### src/rtl/arb_seq_scheduler.sv
// arb_seq_scheduler
//   Programmable sequence scheduler. Software loads an arbitrary-order table
//   of values, then issues start. The block walks table[0..len] for a set
//   number of passes, or until stop when the pass count is 0. Each element is
//   offered to a consumer over a valid/ready handshake.
//
// Ports
//   clock     : single clock, all state updates on posedge
//   reset     : synchronous, active-low
//   cfg_we    : table write strobe (honoured in IDLE and DONE)
//   cfg_addr  : table write index
//   cfg_data  : table write data
//   cfg_len   : index of last element of a pass, sampled at start
//   cfg_reps  : number of passes (0 = run until stop), sampled at start
//   start     : begin a run (IDLE only)
//   stop      : abort a run (RUN only)
//   out_valid : out_value is offered
//   out_ready : consumer accepts out_value
//   out_value : current sequence element
//   out_index : table index of out_value
//   wrap      : current element is the last of a pass
//   busy      : run in progress
//   done      : one-cycle pulse on natural completion
module arb_seq_scheduler #(
  parameter int WIDTH = 3,
  parameter int DEPTH = 8,
  parameter int REP_W = 8,
  localparam int AW   = $clog2(DEPTH)
) (
  input  logic             clock,
  input  logic             reset,
  input  logic             cfg_we,
  input  logic [AW-1:0]    cfg_addr,
  input  logic [WIDTH-1:0] cfg_data,
  input  logic [AW-1:0]    cfg_len,
  input  logic [REP_W-1:0] cfg_reps,
  input  logic             start,
  input  logic             stop,
  output logic             out_valid,
  input  logic             out_ready,
  output logic [WIDTH-1:0] out_value,
  output logic [AW-1:0]    out_index,
  output logic             wrap,
  output logic             busy,
  output logic             done
);

  typedef enum logic [1:0] {
    S_IDLE = 2'd0,
    S_RUN  = 2'd1,
    S_DONE = 2'd2
  } state_t;

  state_t           state_q, state_d;
  logic [AW-1:0]    idx_q, idx_d;
  logic [REP_W-1:0] pass_q, pass_d;
  logic [AW-1:0]    len_q, len_d;
  logic [REP_W-1:0] reps_q, reps_d;
  logic [WIDTH-1:0] tbl [DEPTH];
  logic             tbl_we;
  logic             xfer;
  logic [REP_W-1:0] pass_inc;

  // Pass counter increments but sticks at all-ones; only reachable in
  // run-forever mode, since a finite run finishes before pass hits reps_q.
  function automatic logic [REP_W-1:0] sat_inc(input logic [REP_W-1:0] v);
    return (&v) ? v : v + 1'b1;
  endfunction

  assign xfer     = out_valid && out_ready;
  assign pass_inc = pass_q + 1'b1;

  // Outputs are decoded from registered state and table contents only,
  // so nothing here depends combinationally on out_ready.
  assign out_value = tbl[idx_q];
  assign out_index = idx_q;
  assign wrap      = out_valid && (idx_q == len_q);

  // ---- state register ----
  always_ff @(posedge clock) begin
    if (!reset) begin
      state_q <= S_IDLE;
      idx_q   <= '0;
      pass_q  <= '0;
      len_q   <= AW'(DEPTH - 1);
      reps_q  <= '0;
    end else begin
      state_q <= state_d;
      idx_q   <= idx_d;
      pass_q  <= pass_d;
      len_q   <= len_d;
      reps_q  <= reps_d;
    end
  end

  // ---- sequence table ----
  // Written on the same edge that a start is taken, so a simultaneous
  // write is visible to the very first element of the run.
  always_ff @(posedge clock) begin
    if (!reset) begin
      for (int i = 0; i < DEPTH; i++) begin
        tbl[i] <= WIDTH'(i);
      end
    end else if (tbl_we) begin
      tbl[cfg_addr] <= cfg_data;
    end
  end

  // ---- next-state and outputs ----
  always_comb begin
    state_d   = state_q;
    idx_d     = idx_q;
    pass_d    = pass_q;
    len_d     = len_q;
    reps_d    = reps_q;
    out_valid = 1'b0;
    busy      = 1'b0;
    done      = 1'b0;
    tbl_we    = 1'b0;

    case (state_q)
      S_IDLE: begin
        tbl_we = cfg_we;
        if (start) begin
          len_d   = cfg_len;
          reps_d  = cfg_reps;
          idx_d   = '0;
          pass_d  = '0;
          state_d = S_RUN;
        end
      end

      S_RUN: begin
        out_valid = 1'b1;
        busy      = 1'b1;
        // stop wins over an end-of-pass completion; a same-cycle transfer
        // is simply consumed and the run ends without a done pulse.
        if (stop) begin
          state_d = S_IDLE;
          idx_d   = '0;
        end else if (xfer) begin
          if (idx_q != len_q) begin
            idx_d = idx_q + AW'(1);
          end else if ((reps_q != '0) && (pass_inc == reps_q)) begin
            state_d = S_DONE;
            idx_d   = '0;
          end else begin
            idx_d  = '0;
            pass_d = sat_inc(pass_q);
          end
        end
      end

      S_DONE: begin
        done    = 1'b1;
        tbl_we  = cfg_we;
        state_d = S_IDLE;
      end

      default: begin
        state_d = S_IDLE;
      end
    endcase
  end

endmodule

### config.mk
export PLATFORM = sky130hd
export DESIGN_NAME = arb_seq_scheduler
export DESIGN_NICKNAME = d
export VERILOG_FILES = /design/src/rtl/arb_seq_scheduler.sv
export SDC_FILE = /design/constraint.sdc
export NUM_CORES = 1
export LEC_CHECK = 0
export BUFFER_PORTS_ARGS = -buffer_cell sky130_fd_sc_hd__buf_2
export CAP_MARGIN = 30
export CELL_PAD_IN_SITES_DETAIL_PLACEMENT = 0
export CELL_PAD_IN_SITES_GLOBAL_PLACEMENT = 1
export CORE_MARGIN = 2
export CORE_UTILIZATION = 30
export CTS_CLUSTER_SIZE = 24
export DETAILED_ROUTE_END_ITERATION = 16
export MAX_ROUTING_LAYER = met4
export PLACE_DENSITY = 0.57
export SLEW_MARGIN = 10
export SYNTH_ARGS = -nofsm -noshare
export SYNTH_HDL_FRONTEND = slang
export SYNTH_SLANG_ARGS = --single-unit
### constraint.sdc
create_clock -name clock -period 3.15 [get_ports clock]
set_input_delay 0.63 -clock clock [delete_from_list [all_inputs] [get_ports clock]]
set_output_delay 0.63 -clock clock [all_outputs]
set_load 0.02 [all_outputs]
==> results.json <==
{
  "irDropWorstVdd_uv": 162.4,
  "std_cell_rows": 33,
  "p_total_mw": 1.301,
  "synth_flop_cell": "dfxtp_1",
  "regArea_um2": 1261,
  "crit_chain": "mux4_2, mux2_2, buf_2",
  "finalCritPeriodShare_pct": 81.20,
  "grt_pass1_wl_um": 9515,
  "dp_hpwl_um": 4249,
  "ys_types": 51,
  "grt_setup_unrepaired": "no",
  "cts_resized": 0,
  "slowest_stage": "dfxtp_1",
  "hold_path.class": "reg -> reg",
  "final_nets": 302,
  "cap_violations": 0,
  "wl_per_cell_um": 14.93,
  "clk_path_buf_depth": 2,
  "synth_nets": 273,
  "max_stage_delay_ps": 600,
  "diodes": 0,
  "place_congestion": 0.7738,
  "r2r-start": "pass_q[0]$_SDFFE_PN0P_",
  "path_delay_family": "multiplexers",
  "drcViolationCount": 0,
  "postSynthAreaPerCell_um2": 10.39,
  "cp.arrival_ps": 1930,
  "place.port_buffers": 32,
  "ios": 33,
  "nFillCells": 850,
  "holdPathStages": 2,
  "synth.largest_area_cell": "edfxtp_1",
  "drt_pre_antenna_iters": 4,
  "vias_per_cell": 4.914,
  "p_leak_nw": 1.057,
  "finalSetupViolations": 0,
  "end_kind": "primary output",
  "status": "completed",
  "syn_inst": 248,
  "power_density_nw_per_um2": 449.8,
  "finalMaxSlewViolations": 0,
  "timing.setup.critical_path_class": "reg -> out",
  "path_clk_slew_ps": 110,
  "vias": 1882,
  "multi_input_area_um2": 1204,
  "tns_ps": 0,
  "rr_endpoint": "pass_q[5]$_SDFFE_PN0P_",
  "async_flop_share_pct": 0,
  "hp-start": "len_q[1]$_SDFFE_PN1P_",
  "worstSkewPairLatency_ps": 320,
  "ant_nets": 0,
  "dp_slack_ps": 701.6,
  "min_period_ps": 2558,
  "worstPathRequired_ps": 2520,
  "dr.first_iter.drc_count": 59,
  "tritoncts": "built",
  "min_to": "len_q[1]$_SDFFE_PN1P_",
  "start_util_pct": 31.21,
  "synth_seq_area_share_pct": 48.93,
  "die_w_um": 96.69,
  "cts_max_level": 2,
  "worstMarginPinSlew_ps": 555.3,
  "fin_cells": 383,
  "dp_cells": 375,
  "die_area_um2": 9349,
  "reg2regPathDepth": 8,
  "grt_pass1_vias": 1864,
  "ys_ff_latch": 51,
  "postCtsSetupBuffers": 0,
  "max_freq_mhz": 391.0,
  "cts_buffers": 5,
  "grt_usage_pct": 12.93,
  "netlist_area_um2": 2577,
  "cts-root-buf": "clkbuf_8",
  "drive_above_1_share_pct": 21.94,
  "synth_top_area_share_pct": 27.96,
  "synthTopCellsByArea": "edfxtp_1 28%, dfxtp_1 21%, nand2_1 6.0%",
  "synth_warnings": 0,
  "antenna_found_initial": 0,
  "worstSetupStartpointType": "flop",
  "netlist_top_cells_count": "41 x nand2_1, 27 x dfxtp_1, 24 x edfxtp_1",
  "grt_max_degree": 29,
  "die_h_um": 96.69,
  "syn2layout_area_growth_pct": 12.23,
  "skew_ps": 15.44,
  "slew-limit-headroom_pct": 62.82,
  "critical_path_buf_inv_count": 1,
  "core_area_um2": 8258,
  "cts_hold_buf": 0,
  "synth_edf_count": 24,
  "finalHoldViolations": 0,
  "worstPathMaxFanout": 6,
  "rrSetupSlack_ps": 670,
  "utilization_pct": 35.03,
  "routed_wl_um": 5720,
  "cts_sinks": 51,
  "overflow": 0,
  "yosys.cell_count.top_type": "nand2_1",
  "setup_slack_ps": 592.1
}
[how the worst max path moves through the flow]
stage                           start                endpoint  slack (ps)  cells past startpoint
2_1_floorplan  pass_q[0]$_SDFFE_PN0P_  pass_q[1]$_SDFFE_PN0P_         960                      8
3_3_place_gp   pass_q[0]$_SDFFE_PN0P_  pass_q[5]$_SDFFE_PN0P_         750                      8
3_5_place_dp   pass_q[0]$_SDFFE_PN0P_  pass_q[5]$_SDFFE_PN0P_         700                      8
4_1_cts                          flop            out_value[1]         560                      3
5_1_grt        pass_q[0]$_SDFFE_PN0P_  pass_q[5]$_SDFFE_PN0P_         460                      8
6_report                         flop            out_value[1]         590                      3
[cell type report]
class | instances | area share (%)
Multi-Input combinational cell | 178 | 41.61
Timing Repair Buffer | 34 | 6.055
Sequential cell | 51 | 43.60
Clock inverter | 3 | 0.9083
Clock buffer | 5 | 2.379
Tap cell | 105 | 4.542
Inverter | 7 | 0.9083
[stage by stage]
stage,area [um^2],hold WS [ps]
floorplan,2577,456.8
global placement,2798,474.1
detailed placement,2798,478.7
CTS,2893,492.7
global route,2893,523.1
finish,2893,485.0
[worst register-to-register path, delay by kind of cell (launching register included)]
kind,cells,cell delay [ps]
fa+ha+maj,1,290
flops,1,440
compound gates,5,1390
mux,1,140
xor+xnor,1,150
[cell usage in the layout (no fill, tap or decap), types with 5 or more instances in the layout]
cell | synthesis | routed
nor2_1 | 13 | 13
or3_1 | 8 | 8
dfxtp_1 | 27 | 27
mux4_2 | 6 | 6
nor3_1 | 7 | 7
clkbuf_8 | 0 | 5
nand2b_1 | 5 | 5
and2_1 | 7 | 7
nand2_1 | 41 | 41
o211ai_1 | 5 | 5
nand3_1 | 9 | 9
xnor2_1 | 8 | 8
edfxtp_1 | 24 | 24
inv_1 | 7 | 7
a21boi_0 | 8 | 8
o21ai_0 | 10 | 10
xor2_1 | 7 | 7
buf_2 | 1 | 32
[kinds of logic after synthesis]
kind of cell	after synthesis	synth area share, %
AND/OR/NAND/NOR	108	21.17
buffers and inverters	19	4.369
multiplexers	12	7.767
XOR/XNOR	15	5.097
AO/OA/AOI/OAI	41	11.70
flip-flops	51	48.93
adder cells (fa/ha/maj)	2	0.9707
[where the power goes]
| part | total (mW) | internal (mW) | switching, mW | leakage [nW] |
|---|---|---|---|---|
| Combinational | 0.150 | 0.0655 | 0.0847 | 0.574 |
| Clock | 0.412 | 0.164 | 0.248 | 0.0491 |
| Sequential | 0.739 | 0.716 | 0.0224 | 0.434 |
| Total | 1.30 | 0.946 | 0.355 | 1.06 |
[flip-flops by register name, summed over array words and instances (netlist names), named ones only]
register / count
len_q: 3
out_index: 3
pass_q: 8
reps_q: 8
state_q: 2
tbl: 24
[layer usage]
| metal | routed length, um | up-vias | GRT usage [%] | share of wire, % |
|---|---|---|---|---|
| met3 | 242 | 5 | 2.457 | 4.2 |
| met1 | 2705 | 878 | 17.19 | 47 |
| met4 | 57 | 0 | 3.900 | 1.0 |
| met5 | 0 | - | - | 0 |
| li1 | - | 954 | - | - |
| met2 | 2714 | 45 | 20.14 | 47 |
(Power assumes the default switching activity.)
